==> config.mk <==
export PLATFORM = sky130hd
export DESIGN_NAME = mc_controller_flat
export DESIGN_NICKNAME = d
export VERILOG_FILES = /design/src/rtl/mc_ctrl_pkg.sv /design/src/rtl/mc_controller_if.sv /design/src/rtl/mc_main_fsm.sv /design/src/rtl/mc_controller.sv /design/src/flat_wrapper.sv
export SDC_FILE = /design/constraint.sdc
export NUM_CORES = 1
export LEC_CHECK = 0
export BUFFER_PORTS_ARGS = -buffer_cell sky130_fd_sc_hd__buf_2
export CORE_MARGIN = 2
export CORE_UTILIZATION = 42
export DETAILED_ROUTE_END_ITERATION = 8
export GPL_TIMING_DRIVEN = 0
export PLACE_DENSITY_LB_ADDON = 0.3
export SYNTH_ARGS = -nofsm -noshare
export SYNTH_HDL_FRONTEND = slang
export SYNTH_SLANG_ARGS = --single-unit
==> constraint.sdc <==
create_clock -name clk -period 1.7 [get_ports clk]
set_input_delay 0.085 -clock clk [delete_from_list [all_inputs] [get_ports clk]]
set_output_delay 0.085 -clock clk [all_outputs]
set_load 0.005 [all_outputs]
==> src/rtl/mc_ctrl_pkg.sv <==
// Shared types and encodings for the multicycle ARM control unit.
// Holds the FSM state type, datapath select encodings and the condition evaluator.
package mc_ctrl_pkg;

   typedef enum logic [3:0] {
      FETCH,
      DECODE,
      MEMADR,
      MEMREAD,
      MEMWB,
      MEMWRITE,
      EXECUTER,
      EXECUTEI,
      ALUWB,
      BRANCH
   } state_t;

   localparam logic [1:0] ALU_ADD = 2'b00;
   localparam logic [1:0] ALU_SUB = 2'b01;
   localparam logic [1:0] ALU_AND = 2'b10;
   localparam logic [1:0] ALU_ORR = 2'b11;

   localparam logic [3:0] CMD_AND = 4'b0000;
   localparam logic [3:0] CMD_SUB = 4'b0010;
   localparam logic [3:0] CMD_ADD = 4'b0100;
   localparam logic [3:0] CMD_CMP = 4'b1010;
   localparam logic [3:0] CMD_ORR = 4'b1100;

   localparam logic [1:0] OP_DP  = 2'b00;
   localparam logic [1:0] OP_MEM = 2'b01;
   localparam logic [1:0] OP_BR  = 2'b10;

   localparam logic [3:0] COND_EQ = 4'b0000;
   localparam logic [3:0] COND_NE = 4'b0001;
   localparam logic [3:0] COND_CS = 4'b0010;
   localparam logic [3:0] COND_CC = 4'b0011;
   localparam logic [3:0] COND_MI = 4'b0100;
   localparam logic [3:0] COND_PL = 4'b0101;
   localparam logic [3:0] COND_VS = 4'b0110;
   localparam logic [3:0] COND_VC = 4'b0111;
   localparam logic [3:0] COND_HI = 4'b1000;
   localparam logic [3:0] COND_LS = 4'b1001;
   localparam logic [3:0] COND_GE = 4'b1010;
   localparam logic [3:0] COND_LT = 4'b1011;
   localparam logic [3:0] COND_GT = 4'b1100;
   localparam logic [3:0] COND_LE = 4'b1101;
   localparam logic [3:0] COND_AL = 4'b1110;

   localparam logic [1:0] SRCA_REG   = 2'b00;
   localparam logic [1:0] SRCA_PC    = 2'b01;
   localparam logic [1:0] SRCB_REG   = 2'b00;
   localparam logic [1:0] SRCB_IMM   = 2'b01;
   localparam logic [1:0] SRCB_FOUR  = 2'b10;
   localparam logic [1:0] RES_ALUOUT = 2'b00;
   localparam logic [1:0] RES_DATA   = 2'b01;
   localparam logic [1:0] RES_ALU    = 2'b10;

   // flags are packed {N,Z,C,V}; cond 1111 is never taken
   function automatic logic cond_holds(input logic [3:0] cond, input logic [3:0] flags);
      logic n;
      logic z;
      logic c;
      logic v;
      logic result;
      {n, z, c, v} = flags;
      case (cond)
         COND_EQ: result = z;
         COND_NE: result = ~z;
         COND_CS: result = c;
         COND_CC: result = ~c;
         COND_MI: result = n;
         COND_PL: result = ~n;
         COND_VS: result = v;
         COND_VC: result = ~v;
         COND_HI: result = c & ~z;
         COND_LS: result = ~c | z;
         COND_GE: result = (n == v);
         COND_LT: result = (n != v);
         COND_GT: result = ~z & (n == v);
         COND_LE: result = z | (n != v);
         COND_AL: result = 1'b1;
         default: result = 1'b0;
      endcase
      return result;
   endfunction

endpackage

==> src/rtl/mc_controller_if.sv <==
// Control/status bundle between the multicycle controller and its datapath.
// The controller side takes the master modport, the datapath the slave modport.
interface mc_controller_if;

   logic [31:0] Instr;
   logic [3:0]  ALUFlags;
   logic        PCWrite;
   logic        MemWrite;
   logic        RegWrite;
   logic        IRWrite;
   logic        AdrSrc;
   logic [1:0]  RegSrc;
   logic [1:0]  ALUSrcA;
   logic [1:0]  ALUSrcB;
   logic [1:0]  ResultSrc;
   logic [1:0]  ImmSrc;
   logic [1:0]  ALUControl;

   modport master (
      input  Instr, ALUFlags,
      output PCWrite, MemWrite, RegWrite, IRWrite, AdrSrc, RegSrc,
             ALUSrcA, ALUSrcB, ResultSrc, ImmSrc, ALUControl
   );

   modport slave (
      output Instr, ALUFlags,
      input  PCWrite, MemWrite, RegWrite, IRWrite, AdrSrc, RegSrc,
             ALUSrcA, ALUSrcB, ResultSrc, ImmSrc, ALUControl
   );

endinterface

==> src/rtl/mc_main_fsm.sv <==
// Main sequencer: state register, next-state logic and Moore output decode.
// Architectural write enables are qualified by the captured condition and by reset.
module mc_main_fsm
   import mc_ctrl_pkg::*;
(
   input  logic       clk,
   input  logic       reset,
   input  logic [1:0] op,
   input  logic       i_bit,
   input  logic       l_bit,
   input  logic       cmd_ok,
   input  logic       is_cmp,
   input  logic       cond_q,
   input  logic       rd_is_pc,
   input  logic [1:0] alu_op,
   output state_t     state,
   output logic       pc_write,
   output logic       mem_write,
   output logic       reg_write,
   output logic       ir_write,
   output logic       adr_src,
   output logic [1:0] alu_src_a,
   output logic [1:0] alu_src_b,
   output logic [1:0] result_src,
   output logic [1:0] alu_control
);

   state_t state_q;
   state_t state_d;

   always_ff @(posedge clk) begin
      if (reset) begin
         state_q <= FETCH;
      end else begin
         state_q <= state_d;
      end
   end

   always_comb begin
      state_d = FETCH;
      case (state_q)
         FETCH:    state_d = DECODE;
         DECODE: begin
            case (op)
               OP_DP:   state_d = !cmd_ok ? FETCH : (i_bit ? EXECUTEI : EXECUTER);
               OP_MEM:  state_d = MEMADR;
               OP_BR:   state_d = BRANCH;
               default: state_d = FETCH;
            endcase
         end
         EXECUTER: state_d = is_cmp ? FETCH : ALUWB;
         EXECUTEI: state_d = is_cmp ? FETCH : ALUWB;
         MEMADR:   state_d = l_bit ? MEMREAD : MEMWRITE;
         MEMREAD:  state_d = MEMWB;
         default:  state_d = FETCH;
      endcase
   end

   always_comb begin
      pc_write    = 1'b0;
      mem_write   = 1'b0;
      reg_write   = 1'b0;
      ir_write    = 1'b0;
      adr_src     = 1'b0;
      alu_src_a   = SRCA_REG;
      alu_src_b   = SRCB_REG;
      result_src  = RES_ALUOUT;
      alu_control = ALU_ADD;
      case (state_q)
         FETCH: begin
            ir_write   = 1'b1;
            pc_write   = 1'b1;
            alu_src_a  = SRCA_PC;
            alu_src_b  = SRCB_FOUR;
            result_src = RES_ALU;
         end
         DECODE: begin
            alu_src_a  = SRCA_PC;
            alu_src_b  = SRCB_FOUR;
            result_src = RES_ALU;
         end
         EXECUTER: begin
            alu_control = alu_op;
         end
         EXECUTEI: begin
            alu_src_b   = SRCB_IMM;
            alu_control = alu_op;
         end
         ALUWB: begin
            reg_write = cond_q;
            pc_write  = cond_q & rd_is_pc;
         end
         MEMADR: begin
            alu_src_b = SRCB_IMM;
         end
         MEMREAD: begin
            adr_src = 1'b1;
         end
         MEMWB: begin
            result_src = RES_DATA;
            reg_write  = cond_q;
            pc_write   = cond_q & rd_is_pc;
         end
         MEMWRITE: begin
            adr_src   = 1'b1;
            mem_write = cond_q;
         end
         BRANCH: begin
            alu_src_b  = SRCB_IMM;
            result_src = RES_ALU;
            pc_write   = cond_q;
         end
         default: begin
            alu_control = ALU_ADD;
         end
      endcase
      // the state register only settles at the next edge, so suppress writes for the whole reset cycle
      if (reset) begin
         pc_write  = 1'b0;
         mem_write = 1'b0;
         reg_write = 1'b0;
         ir_write  = 1'b0;
      end
   end

   assign state = state_q;

endmodule

==> src/rtl/mc_controller.sv <==
// Multicycle ARM control unit: instruction decode, NZCV flags, condition gating.
// Sequencing and per-state select outputs live in mc_main_fsm.
module mc_controller
   import mc_ctrl_pkg::*;
(
   input  logic           clk,
   input  logic           reset,
   mc_controller_if.master bus
);

   logic [1:0] op;
   logic       i_bit;
   logic [3:0] cmd;
   logic       s_bit;
   logic       l_bit;
   logic       rd_is_pc;
   logic       cmd_ok;
   logic       is_cmp;
   logic       alu_sets_cv;
   logic [1:0] alu_op;
   logic       unused_instr;

   state_t     state;
   logic       flags_update;
   logic [3:0] flags_q;
   logic [3:0] flags_d;
   logic       cond_q;
   logic       cond_d;

   logic       pc_write;
   logic       mem_write;
   logic       reg_write;
   logic       ir_write;
   logic       adr_src;
   logic [1:0] alu_src_a;
   logic [1:0] alu_src_b;
   logic [1:0] result_src;
   logic [1:0] alu_control;

   assign op           = bus.Instr[27:26];
   assign i_bit        = bus.Instr[25];
   assign cmd          = bus.Instr[24:21];
   assign s_bit        = bus.Instr[20];
   assign l_bit        = bus.Instr[20];
   assign rd_is_pc     = (bus.Instr[15:12] == 4'hF);
   assign unused_instr = ^{bus.Instr[19:16], bus.Instr[11:0]};

   always_comb begin
      cmd_ok      = 1'b1;
      is_cmp      = 1'b0;
      alu_sets_cv = 1'b1;
      alu_op      = ALU_ADD;
      case (cmd)
         CMD_ADD: alu_op = ALU_ADD;
         CMD_SUB: alu_op = ALU_SUB;
         CMD_AND: begin
            alu_op      = ALU_AND;
            alu_sets_cv = 1'b0;
         end
         CMD_ORR: begin
            alu_op      = ALU_ORR;
            alu_sets_cv = 1'b0;
         end
         CMD_CMP: begin
            alu_op = ALU_SUB;
            is_cmp = 1'b1;
         end
         default: begin
            cmd_ok      = 1'b0;
            alu_sets_cv = 1'b0;
         end
      endcase
   end

   // logical ops leave carry and overflow as they were
   assign flags_update = ((state == EXECUTER) || (state == EXECUTEI)) && cond_q && (s_bit || is_cmp);

   always_comb begin
      flags_d = flags_q;
      if (flags_update) begin
         flags_d[3:2] = bus.ALUFlags[3:2];
         if (alu_sets_cv) begin
            flags_d[1:0] = bus.ALUFlags[1:0];
         end
      end
   end

   // condition is frozen in DECODE so later writes never see flags from this instruction's ALU
   always_comb begin
      cond_d = cond_q;
      if (state == DECODE) begin
         cond_d = cond_holds(bus.Instr[31:28], flags_q);
      end
   end

   always_ff @(posedge clk) begin
      if (reset) begin
         flags_q <= 4'b0000;
         cond_q  <= 1'b0;
      end else begin
         flags_q <= flags_d;
         cond_q  <= cond_d;
      end
   end

   mc_main_fsm u_main_fsm (
      .clk         (clk),
      .reset       (reset),
      .op          (op),
      .i_bit       (i_bit),
      .l_bit       (l_bit),
      .cmd_ok      (cmd_ok),
      .is_cmp      (is_cmp),
      .cond_q      (cond_q),
      .rd_is_pc    (rd_is_pc),
      .alu_op      (alu_op),
      .state       (state),
      .pc_write    (pc_write),
      .mem_write   (mem_write),
      .reg_write   (reg_write),
      .ir_write    (ir_write),
      .adr_src     (adr_src),
      .alu_src_a   (alu_src_a),
      .alu_src_b   (alu_src_b),
      .result_src  (result_src),
      .alu_control (alu_control)
   );

   assign bus.PCWrite    = pc_write;
   assign bus.MemWrite   = mem_write;
   assign bus.RegWrite   = reg_write;
   assign bus.IRWrite    = ir_write;
   assign bus.AdrSrc     = adr_src;
   assign bus.ALUSrcA    = alu_src_a;
   assign bus.ALUSrcB    = alu_src_b;
   assign bus.ResultSrc  = result_src;
   assign bus.ALUControl = alu_control;
   assign bus.ImmSrc     = op;
   assign bus.RegSrc     = {(op == OP_MEM) && !l_bit, (op == OP_BR)};

endmodule

==> src/flat_wrapper.sv <==
// flat-port wrapper written by rule: the top's interface ports become plain ports
module mc_controller_flat import mc_ctrl_pkg::*;
  (clk, reset, bus_Instr, bus_ALUFlags, bus_PCWrite, bus_MemWrite, bus_RegWrite, bus_IRWrite, bus_AdrSrc, bus_RegSrc, bus_ALUSrcA, bus_ALUSrcB, bus_ResultSrc, bus_ImmSrc, bus_ALUControl);
  mc_controller_if bus_i ();
  input  logic clk;
  input  logic reset;
  input wire logic [$bits(bus_i.Instr)-1:0] bus_Instr;
  input wire logic [$bits(bus_i.ALUFlags)-1:0] bus_ALUFlags;
  output wire logic [$bits(bus_i.PCWrite)-1:0] bus_PCWrite;
  output wire logic [$bits(bus_i.MemWrite)-1:0] bus_MemWrite;
  output wire logic [$bits(bus_i.RegWrite)-1:0] bus_RegWrite;
  output wire logic [$bits(bus_i.IRWrite)-1:0] bus_IRWrite;
  output wire logic [$bits(bus_i.AdrSrc)-1:0] bus_AdrSrc;
  output wire logic [$bits(bus_i.RegSrc)-1:0] bus_RegSrc;
  output wire logic [$bits(bus_i.ALUSrcA)-1:0] bus_ALUSrcA;
  output wire logic [$bits(bus_i.ALUSrcB)-1:0] bus_ALUSrcB;
  output wire logic [$bits(bus_i.ResultSrc)-1:0] bus_ResultSrc;
  output wire logic [$bits(bus_i.ImmSrc)-1:0] bus_ImmSrc;
  output wire logic [$bits(bus_i.ALUControl)-1:0] bus_ALUControl;
  assign bus_i.Instr = bus_Instr;
  assign bus_i.ALUFlags = bus_ALUFlags;
  assign bus_PCWrite = bus_i.PCWrite;
  assign bus_MemWrite = bus_i.MemWrite;
  assign bus_RegWrite = bus_i.RegWrite;
  assign bus_IRWrite = bus_i.IRWrite;
  assign bus_AdrSrc = bus_i.AdrSrc;
  assign bus_RegSrc = bus_i.RegSrc;
  assign bus_ALUSrcA = bus_i.ALUSrcA;
  assign bus_ALUSrcB = bus_i.ALUSrcB;
  assign bus_ResultSrc = bus_i.ResultSrc;
  assign bus_ImmSrc = bus_i.ImmSrc;
  assign bus_ALUControl = bus_i.ALUControl;
  mc_controller u_core (.clk(clk), .reset(reset), .bus(bus_i));
endmodule
==> results.json, run 1 <==
{
  "outcome": "finished clean",
  "cts_buffer_depth": 2,
  "via_per_inst": 5.27,
  "port-buffer-count": 34,
  "start_util": 0.445,
  "seqPwrFrac": 0.398,
  "yosysUniqueCellTypes": 41,
  "grt_start_max_net_pins": 11,
  "combPwrFrac": 0.310,
  "numCtsBuffers": 3,
  "switching_share": 0.314,
  "rows": 16,
  "min_path_cells": 3,
  "antenna_found_initial": 0,
  "syn_nets": 152,
  "cts_htree_levels": 1,
  "clock-root-buffer": "clkbuf_4",
  "core_mm2": 0.00194,
  "ys_seq_elements": 9,
  "skew_ns": 0.00134,
  "grt_first_pass_wirelength_mm": 3.34,
  "diodes": 0,
  "min_period_over_period": 0.899,
  "max_freq_mhz": 654,
  "yosys_most_used_dff": "dfxtp_1",
  "gr-usage-met3": 0.0460,
  "clock_latency_ns": 0.26,
  "syn_avg_cell_area_um2": 7.58,
  "reg2regPathDepth": 3,
  "hpwl_mm": 1.58,
  "clock_sinks": 9,
  "arrival_ns": 1.66,
  "critPathMaxFanout": 5,
  "overflow": 0,
  "cts_tree": "built",
  "drt_iter0_drc": 13,
  "worstMarginPinSlew_ns": 0.710,
  "ctsHoldBuffers": 0,
  "first_pass_iters": 4,
  "routedWlPerCell_um": 11.0,
  "yosysWarnings": 0,
  "hold_violations": 0,
  "num_io_pins": 55,
  "p_per_area_mw_per_mm2": 520,
  "gr-max-usage-layer": "met2",
  "clock_power_share": 0.293,
  "crit_type": "reg -> reg",
  "layout_commonest_cell": "buf_2",
  "rsz0062_at_grt": "false",
  "ir_drop_v": 0.000462,
  "p_int_uw": 393,
  "gp_congestion": 0.724,
  "clkTransAtPathRegs_ns": 0.07,
  "grt_use_met2": 0.277,
  "synth_edf_count": 0,
  "async_flop_share": 0,
  "p_switching_uw": 180,
  "final_max_slew_viol_count": 0,
  "postRouteAntennaNets": 0,
  "routed_wl_mm": 1.98,
  "p_leak_uw": 0.000475,
  "vias": 943,
  "fin_util": 0.566,
  "start_kind": "register",
  "track_usage": 0.167,
  "finalCriticalPeriod_ns": 1.53,
  "max_slew_margin": 0.520,
  "cts_setup_buffers": 0,
  "netlist_area_um2": 865,
  "final_cell_mix": "34 x buf_2, 9 x a21oi_1, 9 x nor3_1, 9 x dfxtp_1, 8 x nor2_1",
  "syn_to_final_growth_pct": 27.2,
  "die_w_um": 49.4,
  "seq_area_frac_synth": 0.208,
  "maxCapViolCount": 0,
  "nNetsFinal": 191,
  "die_y_um": 49.4,
  "layout-drive-gt1-share": 0.329,
  "use_met1": 0.224,
  "end_kind": "register",
  "die_area_mm2": 0.00244,
  "drc_errors": 0,
  "finalSetupViolations": 0,
  "min_path_type": "in -> reg",
  "tns_ns": 0,
  "worstPathRequired_ns": 1.83,
  "netlist_instances": 114,
  "grt_pass1_vias": 760,
  "r2r_setup_slack_ns": 0.17
}
## state kept, by name (all words and copies together) (netlist names)
register                 flops
u_core.u_main_fsm.state      4
u_core.flags_q               4
u_core.cond_q                1
## what timing repair did
action / CTS / global route
gates resized for setup: 0 / 4
endpoints found under the hold margin: 0 / 0
setup endpoints to repair: 0 / 2
## worst paths after layout
check	end	startpoint
worst min register to register	u_core.flags_q[1]	u_core.flags_q[1]
worst min-delay path	u_core.flags_q[2]	bus_ALUFlags[2]
worst max register to register	u_core.cond_q	u_core.u_main_fsm.state[2]
worst max-delay path	u_core.cond_q	u_core.u_main_fsm.state[2]
## per-stage QoR
stage | std cells | hold slack, ns | cell area [µm²] | total power [µW] | worst slack (ns)
floorplan | 114 | 0.200 | 865 | 342 | 0.375
global placement | 175 | 0.321 | 1070 | 405 | 0.176
detailed placement | 175 | 0.334 | 1070 | 408 | 0.175
CTS | 179 | 0.0654 | 1100 | 573 | 0.0745
global route | 179 | 0.0866 | 1100 | 611 | 0.0572
finish | 179 | 0.0573 | 1100 | 572 | 0.171
## final cells by class
type                       instances  area (µm²)
inverter                           3        11.3
clock inverter                     1        5.00
clock buffer                       3        22.5
tap                               27        33.8
fill                             195         842
sequential                         9         180
multi-input combinational         92         609
timing repair buffer              34         170
buffer                            10        67.6
## worst max-delay path, stage by stage (launching register included)
cell and delay (ns):
dfxtp_1 0.34, nor4b_1 0.66, o311a_2 0.32, a311oi_2 0.09
## cell usage after synthesis, drive strengths merged (2+ instances only)
cell    n  area (µm²)
a211oi  2        15.0
a21oi   9        45.0
a41oi   2        17.5
buf     7        52.6
clkbuf  3        11.3
dfxtp   9         180
inv     3        11.3
mux2i   4        40.0
nand2   5        18.8
nand2b  5        31.3
nand3   2        10.0
nand4   4        25.0
nor2    8        30.0
nor2b   6        37.5
nor3    9        45.0
nor3b   2        15.0
nor4b   2        17.5
o21a    2        15.0
o21ai   4        20.0
o31ai   2        15.0
or3     2        12.5
or3b    3        26.3
or4bb   2        22.5
xnor2   3        26.3
## logic make-up (layout without fill, tap and decap cells)
| logic type | count (synthesis) | after routing | share of synthesized area |
|---|---|---|---|
| buffers and inverters | 13 | 51 | 0.0868 |
| other | 1 | 1 | 0.00434 |
| AO/OA/AOI/OAI | 27 | 27 | 0.219 |
| flip-flops | 9 | 9 | 0.208 |
| multiplexers | 4 | 4 | 0.0463 |
| XOR/XNOR | 4 | 4 | 0.0405 |
| AND/OR/NAND/NOR | 56 | 56 | 0.395 |
## metal layers
| metal | vias to the layer above | part of all wire |
|---|---|---|
| li1 | 504 | - |
| met1 | 411 | 0.49 |
| met2 | 28 | 0.44 |
| met3 | 0 | 0.064 |
| met4 | 0 | 0 |
| met5 | - | 0 |
## power by group through the flow
stage / clock network (µW) / registers, µW / logic, µW
2_1_floorplan: 0 / 229 / 112
3_3_place_gp: 0 / 232 / 173
3_5_place_dp: 0 / 232 / 176
4_1_cts: 168 / 227 / 177
5_1_grt: 183 / 229 / 199
6_report: 167 / 228 / 177
(Power assumes the default switching activity.)
==> run 2: changes to the inputs <==
--- a/constraint.sdc
+++ b/constraint.sdc
@@ -3,2 +3,2 @@
 set_output_delay 0.085 -clock clk [all_outputs]
-set_load 0.005 [all_outputs]
+set_load 0.05 [all_outputs]
==> results.json, run 2 (synthesis gave the netlist of run 1 again) <==
{
  "overflow": 0,
  "r2r_setup_slack_ns": 0.15,
  "p_per_area_mw_per_mm2": 574,
  "port-buffer-count": 34,
  "die_area_mm2": 0.00244,
  "clock_sinks": 9,
  "place_ws_ns": 0.150,
  "nNetsFinal": 191,
  "clock_latency_ns": 0.27,
  "vias": 1025,
  "finalSetupViolations": 0,
  "worstMarginPinSlew_ns": 0.733,
  "drc_errors": 0,
  "grt_pass1_vias": 882,
  "clkTransAtPathRegs_ns": 0.06,
  "start_kind": "register",
  "antenna_found_initial": 0,
  "ctsHoldBuffers": 0,
  "die_w_um": 49.4,
  "reg2regPathDepth": 3,
  "p_int_uw": 405,
  "r2r_end": "u_core.cond_q",
  "layout_commonest_cell": "buf_2",
  "hold_violations": 0,
  "gp_congestion": 0.874,
  "min_path_type": "in -> reg",
  "startpoint": "u_core.u_main_fsm.state[0]",
  "diodes": 0,
  "layout-drive-gt1-share": 0.388,
  "grt_start_max_net_pins": 11,
  "final_cell_mix": "32 x buf_2, 9 x a21oi_1, 8 x nor2_1, 8 x dfxtp_1, 6 x nor2b_1",
  "switching_share": 0.394,
  "arrival_ns": 1.56,
  "postLayoutSetupSlackWorst_ns": 0.0555,
  "power_uw": 668,
  "numCtsBuffers": 3,
  "max_freq_mhz": 608,
  "final_max_slew_viol_count": 0,
  "postRouteAntennaNets": 0,
  "grt_first_pass_wirelength_mm": 3.66,
  "maxCapViolCount": 0,
  "combPwrFrac": 0.404,
  "clock-root-buffer": "clkbuf_4",
  "rows": 16,
  "start_util": 0.445,
  "num_io_pins": 55,
  "end_kind": "output port",
  "core_mm2": 0.00194,
  "whs_ns": 0.0574,
  "seqPwrFrac": 0.341,
  "syn_to_final_growth_pct": 34.7,
  "cp-endpoint": "bus_RegWrite",
  "crit_type": "reg -> out",
  "rsz0062_at_grt": "false",
  "cts_setup_buffers": 0,
  "routedWlPerCell_um": 12.4,
  "r2r-start": "u_core.u_main_fsm.state[2]",
  "ir_drop_v": 0.000307,
  "hpwl_mm": 1.76,
  "clock_power_share": 0.255,
  "cts_tree": "built",
  "outcome": "finished clean",
  "track_usage": 0.188,
  "die_y_um": 49.4,
  "cts_buffer_depth": 2,
  "p_switching_uw": 263,
  "routed_wl_mm": 2.23,
  "finalCriticalPeriod_ns": 1.64,
  "skew_ns": 0.00345,
  "cts_htree_levels": 1,
  "via_per_inst": 5.73,
  "drt_iter0_drc": 11,
  "min_period_over_period": 0.967,
  "worstPathRequired_ns": 1.62,
  "first_pass_iters": 4,
  "critPathMaxFanout": 10,
  "max_slew_margin": 0.504,
  "p_leak_uw": 0.000488
}
==> run 2: cell types whose count changed in the layout (fill, tap and decap cells not counted), sizes merged <==
cell / before / now
buf: 39 / 40
clkinv: 1 / 0
==> run 2: worst max-delay path, cell delays in order, from the launching register on <==
cell and delay [ns]:
dfxtp_1 0.30, clkbuf_4 0.18, or3_1 0.43, nor3_2 0.17
buf_4 0.22
==> run 2: timing repair <==
item	4_1_cts	5_1_grt
cloned	0	0
endpoints found under the setup margin	6	5
resized for setup	5	10
==> run 2: metal layers <==
layer | routed length (µm) | track usage | vias up
met5 | 0 | 0 | -
met4 | 52 | 0.0926 | 0
met3 | 133 | 0.0245 | 11
met2 | 1040 | 0.313 | 42
met1 | 1000 | 0.237 | 471
li1 | - | - | 501
==> run 2: cell type report <==
type | instances | area, µm²
plain buffers | 10 | 71.3
fillers | 189 | 777
clock buffers | 4 | 26.3
repair buffers | 34 | 184
well taps | 27 | 33.8
inverters | 3 | 11.3
flip-flops and latches | 9 | 181
multi-input cells | 92 | 657
==> run 2: worst min-delay path by stage <==
stage	start	endpoint	slack (ns)	depth (start not counted)
final	bus_ALUFlags[3]	u_core.flags_q[3]	0.06	3
after global routing	bus_ALUFlags[3]	u_core.flags_q[3]	0.07	3
after CTS	bus_ALUFlags[3]	u_core.flags_q[3]	0.06	3
after detailed placement	bus_ALUFlags[3]	u_core.flags_q[3]	0.33	3
after global placement	bus_ALUFlags[3]	u_core.flags_q[3]	0.32	3
after floorplan	bus_ALUFlags[2]	u_core.flags_q[2]	0.23	2
==> run 2: stage by stage <==
| stage | instances | area, µm² | setup TNS (ns) | util |
|---|---|---|---|---|
| global route | 179 | 1160 | 0 | 0.600 |
| global placement | 175 | 1110 | 0 | 0.574 |
| CTS | 179 | 1150 | 0 | 0.591 |
| detailed placement | 175 | 1110 | 0 | 0.574 |
| finish | 179 | 1160 | 0 | 0.600 |
| floorplan | 114 | 911 | -0.151 | - |
==> run 2: power groups by stage <==
stage	registers [µW]	logic, µW	clock network (µW)
2_1_floorplan	229	195	0
3_3_place_gp	232	257	0
3_5_place_dp	232	262	0
4_1_cts	227	265	172
5_1_grt	229	290	181
6_report	228	270	171
